## src/rtl/time_counter_gen_pkg.sv

```systemverilog
// Shared mode encodings, field limits and helpers for the TIME core.
// The M1_*/M2_* values mirror the encodings of the legacy clock share file.
package time_counter_gen_pkg;

  localparam logic [1:0] M1_TIME      = 2'd0;
  localparam logic [1:0] M1_DATE      = 2'd1;
  localparam logic [1:0] M1_ALARM     = 2'd2;
  localparam logic [1:0] M1_STOPW     = 2'd3;

  localparam logic [1:0] M2_TIME_G    = 2'd0;
  localparam logic [1:0] M2_TIME_HOUR = 2'd1;
  localparam logic [1:0] M2_TIME_MIN  = 2'd2;
  localparam logic [1:0] M2_TIME_SEC  = 2'd3;

  localparam logic [4:0] HOURS_MAX    = 5'd23;
  localparam logic [5:0] MINSEC_MAX   = 6'd59;

  typedef enum logic [1:0] {
    ST_IDLE = 2'd0,
    ST_HOLD = 2'd1,
    ST_RPT  = 2'd2
  } key_state_e;

  // Wrapping single step of a field; no carry leaves the field.
  function automatic logic [5:0] step_wrap(input logic [5:0] v, input logic [5:0] maxv,
                                           input logic up, input logic dn);
    logic [5:0] r;
    if (up) begin
      r = (v == maxv) ? 6'd0 : v + 6'd1;
    end else if (dn) begin
      r = (v == 6'd0) ? maxv : v - 6'd1;
    end else begin
      r = v;
    end
    return r;
  endfunction

  function automatic logic [4:0] hour_to_12(input logic [4:0] h);
    logic [4:0] r;
    if (h == 5'd0) begin
      r = 5'd12;
    end else if (h > 5'd12) begin
      r = h - 5'd12;
    end else begin
      r = h;
    end
    return r;
  endfunction

endpackage

```

## src/rtl/time_counter_gen_if.sv

```systemverilog
// Control inputs and time/display outputs of the TIME core.
interface time_counter_gen_if;
  logic       increase;
  logic       decrease;
  logic [1:0] mode1;
  logic [1:0] mode2;
  logic       fmt12;
  logic [4:0] hours;
  logic [4:0] disp_hours;
  logic       pm;
  logic [5:0] mins;
  logic [5:0] secs;
  logic       hour_carry;
  logic       sec_tick;

  modport master (
    output increase, decrease, mode1, mode2, fmt12,
    input  hours, disp_hours, pm, mins, secs, hour_carry, sec_tick
  );

  modport slave (
    input  increase, decrease, mode1, mode2, fmt12,
    output hours, disp_hours, pm, mins, secs, hour_carry, sec_tick
  );
endinterface

```

## src/rtl/time_key_repeat.sv

```systemverilog
// Step-key FSM: one step on press, then auto-repeat after a hold delay.
// A direction change locks the keys until a no-request cycle is seen.
module time_key_repeat
  import time_counter_gen_pkg::*;
#(
  parameter int REPEAT_DELAY = 50,
  parameter int REPEAT_RATE  = 10
) (
  input  logic clk,
  input  logic reset_n,
  input  logic set_mode_i,
  input  logic req_up_i,
  input  logic req_dn_i,
  output logic step_up_o,
  output logic step_dn_o
);

  localparam int MAXV  = (REPEAT_DELAY > REPEAT_RATE) ? REPEAT_DELAY : REPEAT_RATE;
  localparam int CNT_W = (MAXV < 2) ? 1 : $clog2(MAXV);
  localparam logic [CNT_W-1:0] RD_LAST = CNT_W'((REPEAT_DELAY > 0) ? REPEAT_DELAY - 1 : 0);
  localparam logic [CNT_W-1:0] RR_LAST = CNT_W'((REPEAT_RATE > 0) ? REPEAT_RATE - 1 : 0);

  key_state_e       state_q, state_d;
  logic [CNT_W-1:0] cnt_q, cnt_d;
  logic             dir_up_q, dir_up_d;
  logic             lock_q, lock_d;
  logic             req_s, dir_up_s, step_s;

  assign req_s    = req_up_i ^ req_dn_i;
  assign dir_up_s = req_up_i;

  always_ff @(posedge clk) begin
    if (!reset_n) begin
      state_q  <= ST_IDLE;
      cnt_q    <= '0;
      dir_up_q <= 1'b0;
      lock_q   <= 1'b0;
    end else begin
      state_q  <= state_d;
      cnt_q    <= cnt_d;
      dir_up_q <= dir_up_d;
      lock_q   <= lock_d;
    end
  end

  always_comb begin
    state_d  = state_q;
    cnt_d    = cnt_q;
    dir_up_d = dir_up_q;
    lock_d   = lock_q;
    step_s   = 1'b0;
    if (!req_s) begin
      state_d = ST_IDLE;
      cnt_d   = '0;
      lock_d  = 1'b0;
    end else if (!set_mode_i) begin
      state_d = ST_IDLE;
      cnt_d   = '0;
    end else if ((state_q != ST_IDLE) && (dir_up_s != dir_up_q)) begin
      state_d = ST_IDLE;
      cnt_d   = '0;
      lock_d  = 1'b1;
    end else begin
      case (state_q)
        ST_IDLE: begin
          if (lock_q) begin
            state_d = ST_IDLE;
          end else begin
            step_s   = 1'b1;
            cnt_d    = '0;
            dir_up_d = dir_up_s;
            state_d  = ST_HOLD;
          end
        end
        ST_HOLD: begin
          if (REPEAT_DELAY == 0) begin
            cnt_d = '0;
          end else if (cnt_q == RD_LAST) begin
            step_s  = 1'b1;
            cnt_d   = '0;
            state_d = ST_RPT;
          end else begin
            cnt_d = cnt_q + CNT_W'(1);
          end
        end
        ST_RPT: begin
          if (cnt_q == RR_LAST) begin
            step_s = 1'b1;
            cnt_d  = '0;
          end else begin
            cnt_d = cnt_q + CNT_W'(1);
          end
        end
        default: begin
          state_d = ST_IDLE;
          cnt_d   = '0;
        end
      endcase
    end
  end

  always_comb begin
    step_up_o = step_s & dir_up_s;
    step_dn_o = step_s & ~dir_up_s;
  end

endmodule

```

## src/rtl/time_counter_gen.sv

```systemverilog
// TIME core: second prescaler, hh:mm:ss counters with run carry chain,
// set-mode field stepping and 12/24-hour display decode.
module time_counter_gen
  import time_counter_gen_pkg::*;
#(
  parameter int CLOCKS4SEC   = 100,
  parameter int REPEAT_DELAY = 50,
  parameter int REPEAT_RATE  = 10
) (
  input  logic              clk,
  input  logic              reset_n,
  time_counter_gen_if.slave bus
);

  localparam int PRE_W = $clog2(CLOCKS4SEC);
  localparam logic [PRE_W-1:0] PRE_LAST = PRE_W'(CLOCKS4SEC - 1);

  logic [PRE_W-1:0] presc_q, presc_d;
  logic [4:0]       hours_q, hours_d;
  logic [5:0]       mins_q, mins_d;
  logic [5:0]       secs_q, secs_d;
  logic             sec_tick_q, sec_tick_d;
  logic             hour_carry_q, hour_carry_d;
  logic             set_mode_s, step_up_s, step_dn_s;

  assign set_mode_s = (bus.mode1 == M1_TIME) && (bus.mode2 != M2_TIME_G);

  time_key_repeat #(
    .REPEAT_DELAY(REPEAT_DELAY),
    .REPEAT_RATE (REPEAT_RATE)
  ) u_key (
    .clk       (clk),
    .reset_n   (reset_n),
    .set_mode_i(set_mode_s),
    .req_up_i  (bus.increase),
    .req_dn_i  (bus.decrease),
    .step_up_o (step_up_s),
    .step_dn_o (step_dn_s)
  );

  always_ff @(posedge clk) begin
    if (!reset_n) begin
      presc_q      <= '0;
      hours_q      <= 5'd0;
      mins_q       <= 6'd0;
      secs_q       <= 6'd0;
      sec_tick_q   <= 1'b0;
      hour_carry_q <= 1'b0;
    end else begin
      presc_q      <= presc_d;
      hours_q      <= hours_d;
      mins_q       <= mins_d;
      secs_q       <= secs_d;
      sec_tick_q   <= sec_tick_d;
      hour_carry_q <= hour_carry_d;
    end
  end

  always_comb begin
    presc_d      = presc_q;
    hours_d      = hours_q;
    mins_d       = mins_q;
    secs_d       = secs_q;
    sec_tick_d   = 1'b0;
    hour_carry_d = 1'b0;
    if (set_mode_s) begin
      // Time is frozen while setting; only the selected field may step.
      presc_d = '0;
      case (bus.mode2)
        M2_TIME_HOUR: hours_d = 5'(step_wrap({1'b0, hours_q}, {1'b0, HOURS_MAX}, step_up_s, step_dn_s));
        M2_TIME_MIN:  mins_d  = step_wrap(mins_q, MINSEC_MAX, step_up_s, step_dn_s);
        M2_TIME_SEC:  secs_d  = step_wrap(secs_q, MINSEC_MAX, step_up_s, step_dn_s);
        default:      presc_d = '0;
      endcase
    end else if (presc_q == PRE_LAST) begin
      presc_d    = '0;
      sec_tick_d = 1'b1;
      if (secs_q == MINSEC_MAX) begin
        secs_d = 6'd0;
        if (mins_q == MINSEC_MAX) begin
          mins_d = 6'd0;
          if (hours_q == HOURS_MAX) begin
            hours_d      = 5'd0;
            hour_carry_d = 1'b1;
          end else begin
            hours_d = hours_q + 5'd1;
          end
        end else begin
          mins_d = mins_q + 6'd1;
        end
      end else begin
        secs_d = secs_q + 6'd1;
      end
    end else begin
      presc_d = presc_q + PRE_W'(1);
    end
  end

  assign bus.hours      = hours_q;
  assign bus.mins       = mins_q;
  assign bus.secs       = secs_q;
  assign bus.sec_tick   = sec_tick_q;
  assign bus.hour_carry = hour_carry_q;
  assign bus.disp_hours = bus.fmt12 ? hour_to_12(hours_q) : hours_q;
  assign bus.pm         = bus.fmt12 & (hours_q >= 5'd12);

endmodule

```

## src/flat_wrapper.sv

```systemverilog
// flat-port wrapper written by rule: the top's interface ports become plain ports
module time_counter_gen_flat import time_counter_gen_pkg::*;
#(
  parameter int CLOCKS4SEC   = 100,
  parameter int REPEAT_DELAY = 50,
  parameter int REPEAT_RATE  = 10
)
  (clk, reset_n, bus_increase, bus_decrease, bus_mode1, bus_mode2, bus_fmt12, bus_hours, bus_disp_hours, bus_pm, bus_mins, bus_secs, bus_hour_carry, bus_sec_tick);
  time_counter_gen_if bus_i ();
  input  logic clk;
  input  logic reset_n;
  input wire logic [$bits(bus_i.increase)-1:0] bus_increase;
  input wire logic [$bits(bus_i.decrease)-1:0] bus_decrease;
  input wire logic [$bits(bus_i.mode1)-1:0] bus_mode1;
  input wire logic [$bits(bus_i.mode2)-1:0] bus_mode2;
  input wire logic [$bits(bus_i.fmt12)-1:0] bus_fmt12;
  output wire logic [$bits(bus_i.hours)-1:0] bus_hours;
  output wire logic [$bits(bus_i.disp_hours)-1:0] bus_disp_hours;
  output wire logic [$bits(bus_i.pm)-1:0] bus_pm;
  output wire logic [$bits(bus_i.mins)-1:0] bus_mins;
  output wire logic [$bits(bus_i.secs)-1:0] bus_secs;
  output wire logic [$bits(bus_i.hour_carry)-1:0] bus_hour_carry;
  output wire logic [$bits(bus_i.sec_tick)-1:0] bus_sec_tick;
  assign bus_i.increase = bus_increase;
  assign bus_i.decrease = bus_decrease;
  assign bus_i.mode1 = bus_mode1;
  assign bus_i.mode2 = bus_mode2;
  assign bus_i.fmt12 = bus_fmt12;
  assign bus_hours = bus_i.hours;
  assign bus_disp_hours = bus_i.disp_hours;
  assign bus_pm = bus_i.pm;
  assign bus_mins = bus_i.mins;
  assign bus_secs = bus_i.secs;
  assign bus_hour_carry = bus_i.hour_carry;
  assign bus_sec_tick = bus_i.sec_tick;
  time_counter_gen #(.CLOCKS4SEC(CLOCKS4SEC), .REPEAT_DELAY(REPEAT_DELAY), .REPEAT_RATE(REPEAT_RATE)) u_core (.clk(clk), .reset_n(reset_n), .bus(bus_i));
endmodule
```

## config.mk

```make
export PLATFORM = sky130hd
export DESIGN_NAME = time_counter_gen_flat
export DESIGN_NICKNAME = d
export VERILOG_FILES = /design/src/rtl/time_counter_gen_pkg.sv /design/src/rtl/time_counter_gen_if.sv /design/src/rtl/time_key_repeat.sv /design/src/rtl/time_counter_gen.sv /design/src/flat_wrapper.sv
export SDC_FILE = /design/constraint.sdc
export NUM_CORES = 1
export LEC_CHECK = 0
export ABC_AREA = 1
export BUFFER_PORTS_ARGS = -buffer_cell sky130_fd_sc_hd__buf_2
export CORE_MARGIN = 10
export CORE_UTILIZATION = 55
export CTS_BUF_LIST = sky130_fd_sc_hd__clkbuf_4 sky130_fd_sc_hd__clkbuf_8 sky130_fd_sc_hd__clkbuf_16
export CTS_CLUSTER_DIAMETER = 50
export DETAILED_ROUTE_END_ITERATION = 8
export PLACE_DENSITY = 0.76
export SYNTH_ARGS = -nofsm -noshare
export SYNTH_HDL_FRONTEND = slang
export SYNTH_HIERARCHICAL = 1
export SYNTH_SLANG_ARGS = --single-unit
```

## constraint.sdc

```tcl
create_clock -name clk -period 5.46 [get_ports clk]
set_input_delay 1.092 -clock clk [delete_from_list [all_inputs] [get_ports clk]]
set_output_delay 1.092 -clock clk [all_outputs]
set_load 0.03 [all_outputs]
```

# After elaboration in Yosys (flattened, before gate mapping)
# Index checks and enable logic that the tools add are counted.
classes:
  muxes: 44
  n_eq_ne: 18
  order_cmp: 2
  bitwise_logic: 14
  n_reduce_logical: 23
  addsub: 10
op_table:
  columns: ["op", "count"]
  rows:
  - ["6-bit 2-to-1 mux", 18]
  - ["5-bit 2-to-1 mux", 13]
  - ["6-bit by 1-bit adder with 6-bit output, second input constant", 3]
  - ["6-bit == test, second input constant", 3]
  - ["6-bit one-hot mux with 3 select lines", 1]
  - ["6-bit logical NOT", 2]
  - ["6-bit by 1-bit subtractor with 6-bit output, second input constant", 2]
  - ["5-bit by 1-bit adder with 5-bit output, second input constant", 2]
  - ["1-bit inverter", 10]
  - ["5-bit AND reduction", 2]
  - ["2-bit nonzero test", 5]
  - ["1-bit 2-to-1 mux", 9]
  - ["7-bit by 1-bit adder with 7-bit output, second input constant", 1]
  - ["7-bit == test, second input constant", 1]
  - ["2-bit == test, second input constant", 3]
  - ["6-bit by 4-bit == test with 1-bit output, second input constant", 1]
  - ["2-bit by 1-bit != test with 1-bit output, second input constant", 3]
  - ["2-bit one-hot mux with 3 select lines", 1]
  - ["2-bit AND reduction", 3]
  - ["5-bit == test, second input constant", 1]
  - ["5-bit by 4-bit greater-or-equal comparator with 1-bit output, second input constant", 1]
  - ["5-bit by 4-bit greater-than comparator with 1-bit output, second input constant", 1]
  - ["5-bit logical NOT", 1]
  - ["5-bit OR reduction", 1]
  - ["17 further kinds", 23]
totals:
  word_cells: 121
  regBits: 36
  input_bits: 9
  output_inout_bits: 25

# Logic depth before layout (Yosys ltp)
# Gate-level depths: netlist of the first run.
depth:
  ltp_word: 11
  ltp_mapped: 16
  ltp_nobuf: 16

# By module
# Netlist of the first run, hierarchy kept.
by_module_without_submodules:
  columns: ["module", "seq_area_each_um2", "cells_each", "n_inst", "area_per_inst_um2"]
  rows:
  - ["time_counter_gen", 520.5, 335, 1, 2169.6]
  - ["time_key_repeat", 200.2, 105, 1, 716.9]

# Worst setup path after synthesis of the first run
# Ideal clock, no wire load.
synth_timing:
  path_type: "input port to output port"
  from: "input port bus_fmt12"
  to: "output port bus_disp_hours[4]"
  stages: 3
  required_ns: 4.368
  setup_slack_ns: 2.153
  path_buffers: 0
  arrival_ns: 2.215
  cell_sequence: "inv_1 -> or2_2 -> o32ai_1"
synth_via:
  elab_chain_len: 1
synth_rtl:
  columns: ["item", "line", "rtl"]
  rows:
  - ["from (decl)", "flat_wrapper.sv:16", "input wire logic [$bits(bus_i.fmt12)-1:0] bus_fmt12;"]
  - ["5-bit 2-to-1 mux", "time_counter_gen.sv:104", "assign bus.disp_hours = bus.fmt12 ? hour_to_12(hours_q) : hours_q;"]
  - ["to (decl)", "flat_wrapper.sv:18", "output wire logic [$bits(bus_i.disp_hours)-1:0] bus_disp_hours;"]
# Every way passes these cells.

# Worst setup path in the final report of the first run
layout_timing:
  from: "input port bus_fmt12"
  to: "output port bus_disp_hours[3]"
# Same word-level chain as after synthesis.

==> flow_summary.ini, run 1 <==
[sta]
fin_worst_skew_ps = 7.03
report.final.slew_viol_count = 0
tightest_slew_ps = 427
max_slew_margin_pct = 71.5
timing.hold.ws_ps = 468
setup_tns_ps = 0
hold_violations = 0
rsz0062_at_grt = false
layout_min_cycle_time_ps = 3220
fmaxAchievable_ghz = 0.310
period_share_pct = 59.1
setup_violations = 0

[global_route]
grt_pass1_vias = 2519
grt_pass1_wl_mm = 11.1
grt_max_degree = 23
grt_usage_pct = 15.2
gr-total-overflow = 0
antenna_found_initial = 0

[floorplanning]
ios = 34
die_h_microns = 92.4
start_util_pct = 56.5
die_area_sq_um = 8550
dieWidth_microns = 92.4
core.rowCount = 26
core_sq_um = 5110

[cells_and_area]
drive_above_1_share_pct = 17.5
nNetsFinal = 501
antennaDiodeCount = 0
area_delta_synth_final_pct = 11.7
final_cells = 544
fin_util_pct = 63.1

[yosys]
ys_types = 37
synthMostInstantiatedCell = nand2_1
synth_top_cell_by_area = dfxtp_1
synthTopCellsByArea = dfxtp_1 (25%), nand2_1 (12%), nor2_1 (8.8%)
ys_ff_latch = 36
synth_common_cells = nand2_1 (95), nor2_1 (68), inv_1 (53)
synth_edf_count = 0
synth_top_area_share_pct = 25.0
ys_warn_count = 6
ys.flop_type = dfxtp_1
syn-num-nets = 468
async_reset_ff_share_pct = 0
syn_area_per_cell_sq_um = 6.56
ys_seq_area_share_pct = 25.0
synthCells = 440
syn_area_sq_um = 2890

[setup_path]
startpoint = bus_fmt12
required_ps = 4370
crit_fanout = 3
timing.rr.start = u_core/u_key/state_q[0]$_SDFFE_PP0P_
cp.arrival_ps = 2130
crit_type = in -> out
startpoint_type = primary input
worst_setup_path_end_kind = output port

[clock_tree]
holdBufCountCts = 0
post-cts-setup-buffers = 0
path_clk_slew_ps = 70
clkLatencyLatePin_ps = 290
htree_num_levels = 2
cts_resized = 0
ctsLongestPathBuffers = 2
cts_buffers = 5
cts_tree = yes
cts_sinks = 36
cts_root_buf = clkbuf_8

[run_status]
outcome = complete, no violations

[power_and_ir_drop]
peakVddDrop_mv = 0.181
power.total_uw = 655
p_leak_nw = 1.59
powerDensity_nw_per_um2 = 203

[routing]
route.detailed.drc = 0
final_antenna_net_count = 0
drt-total-wl_mm = 6.48
viasPerCell = 5.16
dr.first_iter.drc_count = 109
dr.pass1.iters = 4
post_drt_wl_per_cell_microns = 11.9
vias = 2809

[place]
dp_hpwl_mm = 5.01
dp.cells = 536
globalplace.congestion = 0.922
port_buffers = 33

[hold_path]
hold_path.class = reg -> reg
hold_start = u_core/presc_q[0]$_SDFF_PP0_

[run]
max-cap-violations = 0
[layer usage]
metal | global-route usage [%] | vias to the layer above | share of wire, %
li1 | - | 1462 | -
met1 | 18.4 | 1264 | 46
met2 | 26.1 | 79 | 47
met3 | 3.95 | 4 | 6.6
met4 | 3.86 | 0 | 0.65
met5 | 0 | - | 0
[logic make-up (layout without fill, tap and decap cells)]
kind of cell	Yosys count	after routing	share of synthesized area [%]
and+or+nand+nor	246	246	41.9
adders and majority gates	19	19	8.24
buffers and inverters	71	105	9.84
AOI/OAI and AO/OA	51	51	9.93
DFF	36	36	25.0
xor gates and xnor gates	17	17	5.16
[area by class of cell]
| type | instances | area, sq um |
|---|---|---|
| clock buffer | 7 | 96.3 |
| timing repair buffer | 33 | 165 |
| multi-input combinational | 333 | 1880 |
| sequential | 36 | 721 |
| clock inverter | 1 | 30.0 |
| inverter | 64 | 243 |
| tap | 70 | 87.6 |
| fill | 477 | 1880 |
[path summary, 6_finish.rpt]
check                                           to  slack (ps)  cells past startpoint
setup / recovery                 bus_disp_hours[3]        2240                      7
hold reg to reg       u_core/presc_q[0]$_SDFF_PP0_         470                      1
setup reg to reg  u_core/bus.hours[2]$_SDFFE_PN0P_        3070                     15
hold / removal        u_core/presc_q[0]$_SDFF_PP0_         470                      1
[critical path, stage by stage]
cell and delay (ps):
buf_2 100, inv_1 50, or2_2 310, nor2_1 180
nand2_1 90, o211ai_1 90, buf_2 220
[power breakdown]
group | switching (mW) | internal (mW) | total (mW)
registers | 0.0111 | 0.269 | 0.280
logic | 0.0782 | 0.0377 | 0.116
clock network | 0.0972 | 0.161 | 0.258
total | 0.187 | 0.468 | 0.655
[layout by cell type, fill, tap and decap left out, types with 2 or more instances in the layout]
| cell type | n |
|---|---|
| inv_2 | 8 |
| nand3_2 | 5 |
| nor2_4 | 3 |
| o21ai_1 | 10 |
| nand2_4 | 6 |
| clkinv_1 | 2 |
| xor2_1 | 13 |
| nand4_1 | 9 |
| nand3_4 | 3 |
| nor2_2 | 2 |
| inv_1 | 53 |
| xnor2_1 | 4 |
| o21ai_0 | 17 |
| nand3b_1 | 2 |
| ha_1 | 19 |
| nor2_1 | 68 |
| nor3_1 | 3 |
| nand2_2 | 8 |
| dfxtp_1 | 36 |
| a21oi_1 | 17 |
| buf_2 | 33 |
| clkbuf_8 | 7 |
| nand3_1 | 38 |
| nand2_1 | 95 |
[state kept, by name (all words and copies together), names as in the netlist]
signal,flops
u_core/presc_q,7
u_core/bus.mins,6
u_core/bus.secs,6
u_core/u_key/cnt_q,6
u_core/bus.hours,5
u_core/u_key/state_q,2
u_core/bus.hour_carry,1
u_core/bus.sec_tick,1
u_core/u_key/dir_up_q,1
u_core/u_key/lock_q,1
[stage by stage]
step | area, sq um | setup slack (ps)
final | 3220 | 2240
after global routing | 3220 | 2120
after CTS | 3220 | 2250
after detailed placement | 3100 | 2140
after global placement | 3100 | 2220
after floorplan | 2890 | 2150
(Power assumes the default switching activity.)
==> inputs of run 2 (changes only) <==
Settings changed: ABC_AREA 1 to 0, CORE_UTILIZATION 55 to 53, PLACE_DENSITY 0.76 to 0.77.
Clock period 5.46 ns to 2.7 ns, I/O delays scaled along.
==> run 2 against run 1 <==
Against the previous run:
- critical path depth is 4 higher
- register-to-register slack got worse by 3000 ps
- non-clock buffer count up 25
- first-iteration DRC count increased by 77%
- worst hold slack got worse by 17 ps
- total power grew 83%
- largest power group unchanged
- sequential power increased by 96%
- critical path type is now reg -> reg
- wire length up 6.4%
==> flow_summary.ini, run 2 <==
[run_status]
outcome = complete, no violations

[cells_and_area]
drive_above_1_share_pct = 22.7
largest_register = u_core/presc_q
largest_register_ffs = 7
nNetsFinal = 428
final_cell_mix = nand2_1 (43), nor2_1 (37), dfxtp_1 (33), buf_2 (32), buf_4 (25)
area_delta_synth_final_pct = 21.7
antennaDiodeCount = 0
mostFrequentLayoutCell = nand2_1

[sta]
report.final.slew_viol_count = 0
setup_violations = 0
fin_worst_skew_ps = 5.84
hold_violations = 0
period_share_pct = 95.7
fmaxAchievable_ghz = 0.387
layout_min_cycle_time_ps = 2580
rsz0062_at_grt = true
max_slew_margin_pct = 70.0
tightest_slew_ps = 448
setup_ws_ps = 117

[yosys]
synthTopCellsByArea = dfxtp_1 (27%), ha_1 (9.0%), nand2_1 (6.1%)
synthMostInstantiatedCell = nand2_1
ys_types = 64
syn_area_per_cell_sq_um = 7.63
synth_top_area_share_pct = 27.1
async_reset_ff_share_pct = 0
synth_edf_count = 0
ys_warn_count = 6
ys_ff_latch = 36
syn-num-nets = 376
syn_area_sq_um = 2660
synth_common_cells = nand2_1 (43), nor2_1 (37), dfxtp_1 (36)
ys_seq_area_share_pct = 27.1
synthCells = 348
ys.flop_type = dfxtp_1
synth_top_cell_by_area = dfxtp_1

[setup_path]
crit_fanout = 11
worst_setup_path_end_kind = flop
crit_top_cell = buf_4
max_stage_delay_ps = 390
startpoint_type = flop
reg2reg_depth = 11
crit_type = reg -> reg
cp.arrival_ps = 2790
crit_slowest_cell = a221oi_2
critical_path.cell_chain = inv_1, ha_1, nand2b_2, nor4b_4, a221oi_2, nor4b_2, buf_4, or3_1, buf_4, a221o_1, o32ai_1
required_ps = 2900

[hold_path]
hold_path.class = reg -> reg
hold_depth = 1

[clock_tree]
htree_num_levels = 2
path_clk_slew_ps = 80
cts_root_buf = clkbuf_8
cts_buffers = 5
cts_sinks = 36
cts_tree = yes
ctsLongestPathBuffers = 2
clkLatencyLatePin_ps = 290

[routing]
vias = 2763
final_antenna_net_count = 0
route.detailed.drc = 0
post_drt_wl_per_cell_microns = 14.7
dr.first_iter.drc_count = 193
dr.pass1.iters = 4
drt-total-wl_mm = 6.89
viasPerCell = 5.90

[place]
port_buffers = 33
globalplace.congestion = 0.867
dp_hpwl_mm = 4.96
pre_cts_ws_ps = -58.1

[floorplanning]
dieWidth_microns = 90.8
core.rowCount = 25
core_sq_um = 4790
die_h_microns = 90.8
start_util_pct = 55.5
die_area_sq_um = 8240
ios = 34

[global_route]
grt_max_degree = 19
grt_usage_pct = 16.2
gr-total-overflow = 0
grt_pass1_vias = 2509
antenna_found_initial = 0
grt_pass1_wl_mm = 11.6

[power_and_ir_drop]
powerDensity_nw_per_um2 = 371
p_leak_nw = 1.31
peakVddDrop_mv = 0.282
power.total_mw = 1.20

[run]
max-cap-violations = 0
-- run 2: cell count changes after synthesis, sizes merged, moves of 8 or more --
| cell | delta |
|---|---|
| a211oi | +8 |
| clkbuf | +9 |
| inv | -44 |
| nand2 | -66 |
| nand3 | -25 |
| nand4 | -8 |
| nor2 | -36 |
| o21ai | -9 |
| xor2 | -11 |
-- run 2: timing repair --
item / in CTS / in global routing
gates resized for setup: 2 / 13
pin swaps: 2 / 3
setup buffers: 2 / 5
hold endpoints to repair: 0 / 0
endpoints found under the setup margin: 1 / 19
hold buffers: 0 / 0
-- run 2: area by class of cell --
class,instances,area [sq um]
Timing Repair Buffer,58,368
Clock inverter,3,42.5
Multi-Input combinational cell,280,1870
Sequential cell,36,724
Tap cell,67,83.8
Clock buffer,5,68.8
Inverter,19,71.3
Fill cell,419,1560
-- run 2: path summary, 6_finish.rpt --
path	start	end	slack, ps
max	u_core/u_key/cnt_q[1]$_SDFFE_PP0P_	u_core/bus.mins[5]$_SDFFE_PN0P_	120
min	u_core/presc_q[0]$_SDFF_PP0_	u_core/presc_q[0]$_SDFF_PP0_	450
max reg2reg	u_core/u_key/cnt_q[1]$_SDFFE_PP0P_	u_core/bus.mins[5]$_SDFFE_PN0P_	120
min reg2reg	u_core/presc_q[0]$_SDFF_PP0_	u_core/presc_q[0]$_SDFF_PP0_	450
-- run 2: logic make-up after synthesis --
kind of cell | share of synthesized area [%]
compound gates | 25.9
xor+xnor | 2.64
fa+ha+maj | 8.95
buf+inv | 4.67
flops | 27.1
mux | 0.754
simple gates | 29.9
-- run 2: where the power goes --
part           internal, mW  total, mW  leakage (nW)  switching [mW]
Combinational        0.0615      0.163         0.963           0.102
Clock                 0.273      0.485        0.0541           0.211
Sequential            0.539      0.550         0.293          0.0108
Total                 0.874       1.20          1.31           0.324
-- run 2: worst max-delay path, delay by kind of cell (launching register included) --
kind                       cells  cell delay, ps
AOI/OAI and AO/OA              3             930
adders and majority gates      1             180
buffers and inverters          3             400
DFF                            1             330
and+or+nand+nor                4             650
-- run 2: through the flow --
stage | cell area, sq um | hold slack [ps] | instances | TNS (ps) | util (%)
after floorplan | 2670 | 418 | 348 | 0 | -
after global placement | 3010 | 427 | 453 | 0 | 62.8
after detailed placement | 3010 | 437 | 453 | -62.6 | 62.8
after CTS | 3150 | 455 | 463 | 0 | 65.8
after global routing | 3230 | 492 | 468 | -163 | 67.5
final | 3230 | 451 | 468 | 0 | 67.5
-- run 2: per-layer routing --
layer / routed length, microns / GRT usage, % / vias to the layer above
li1: - / - / 1384
met1: 3160 / 20.9 / 1278
met2: 3130 / 24.6 / 90
met3: 487 / 4.41 / 11
met4: 118 / 6.66 / 0
met5: 0 / 0 / -
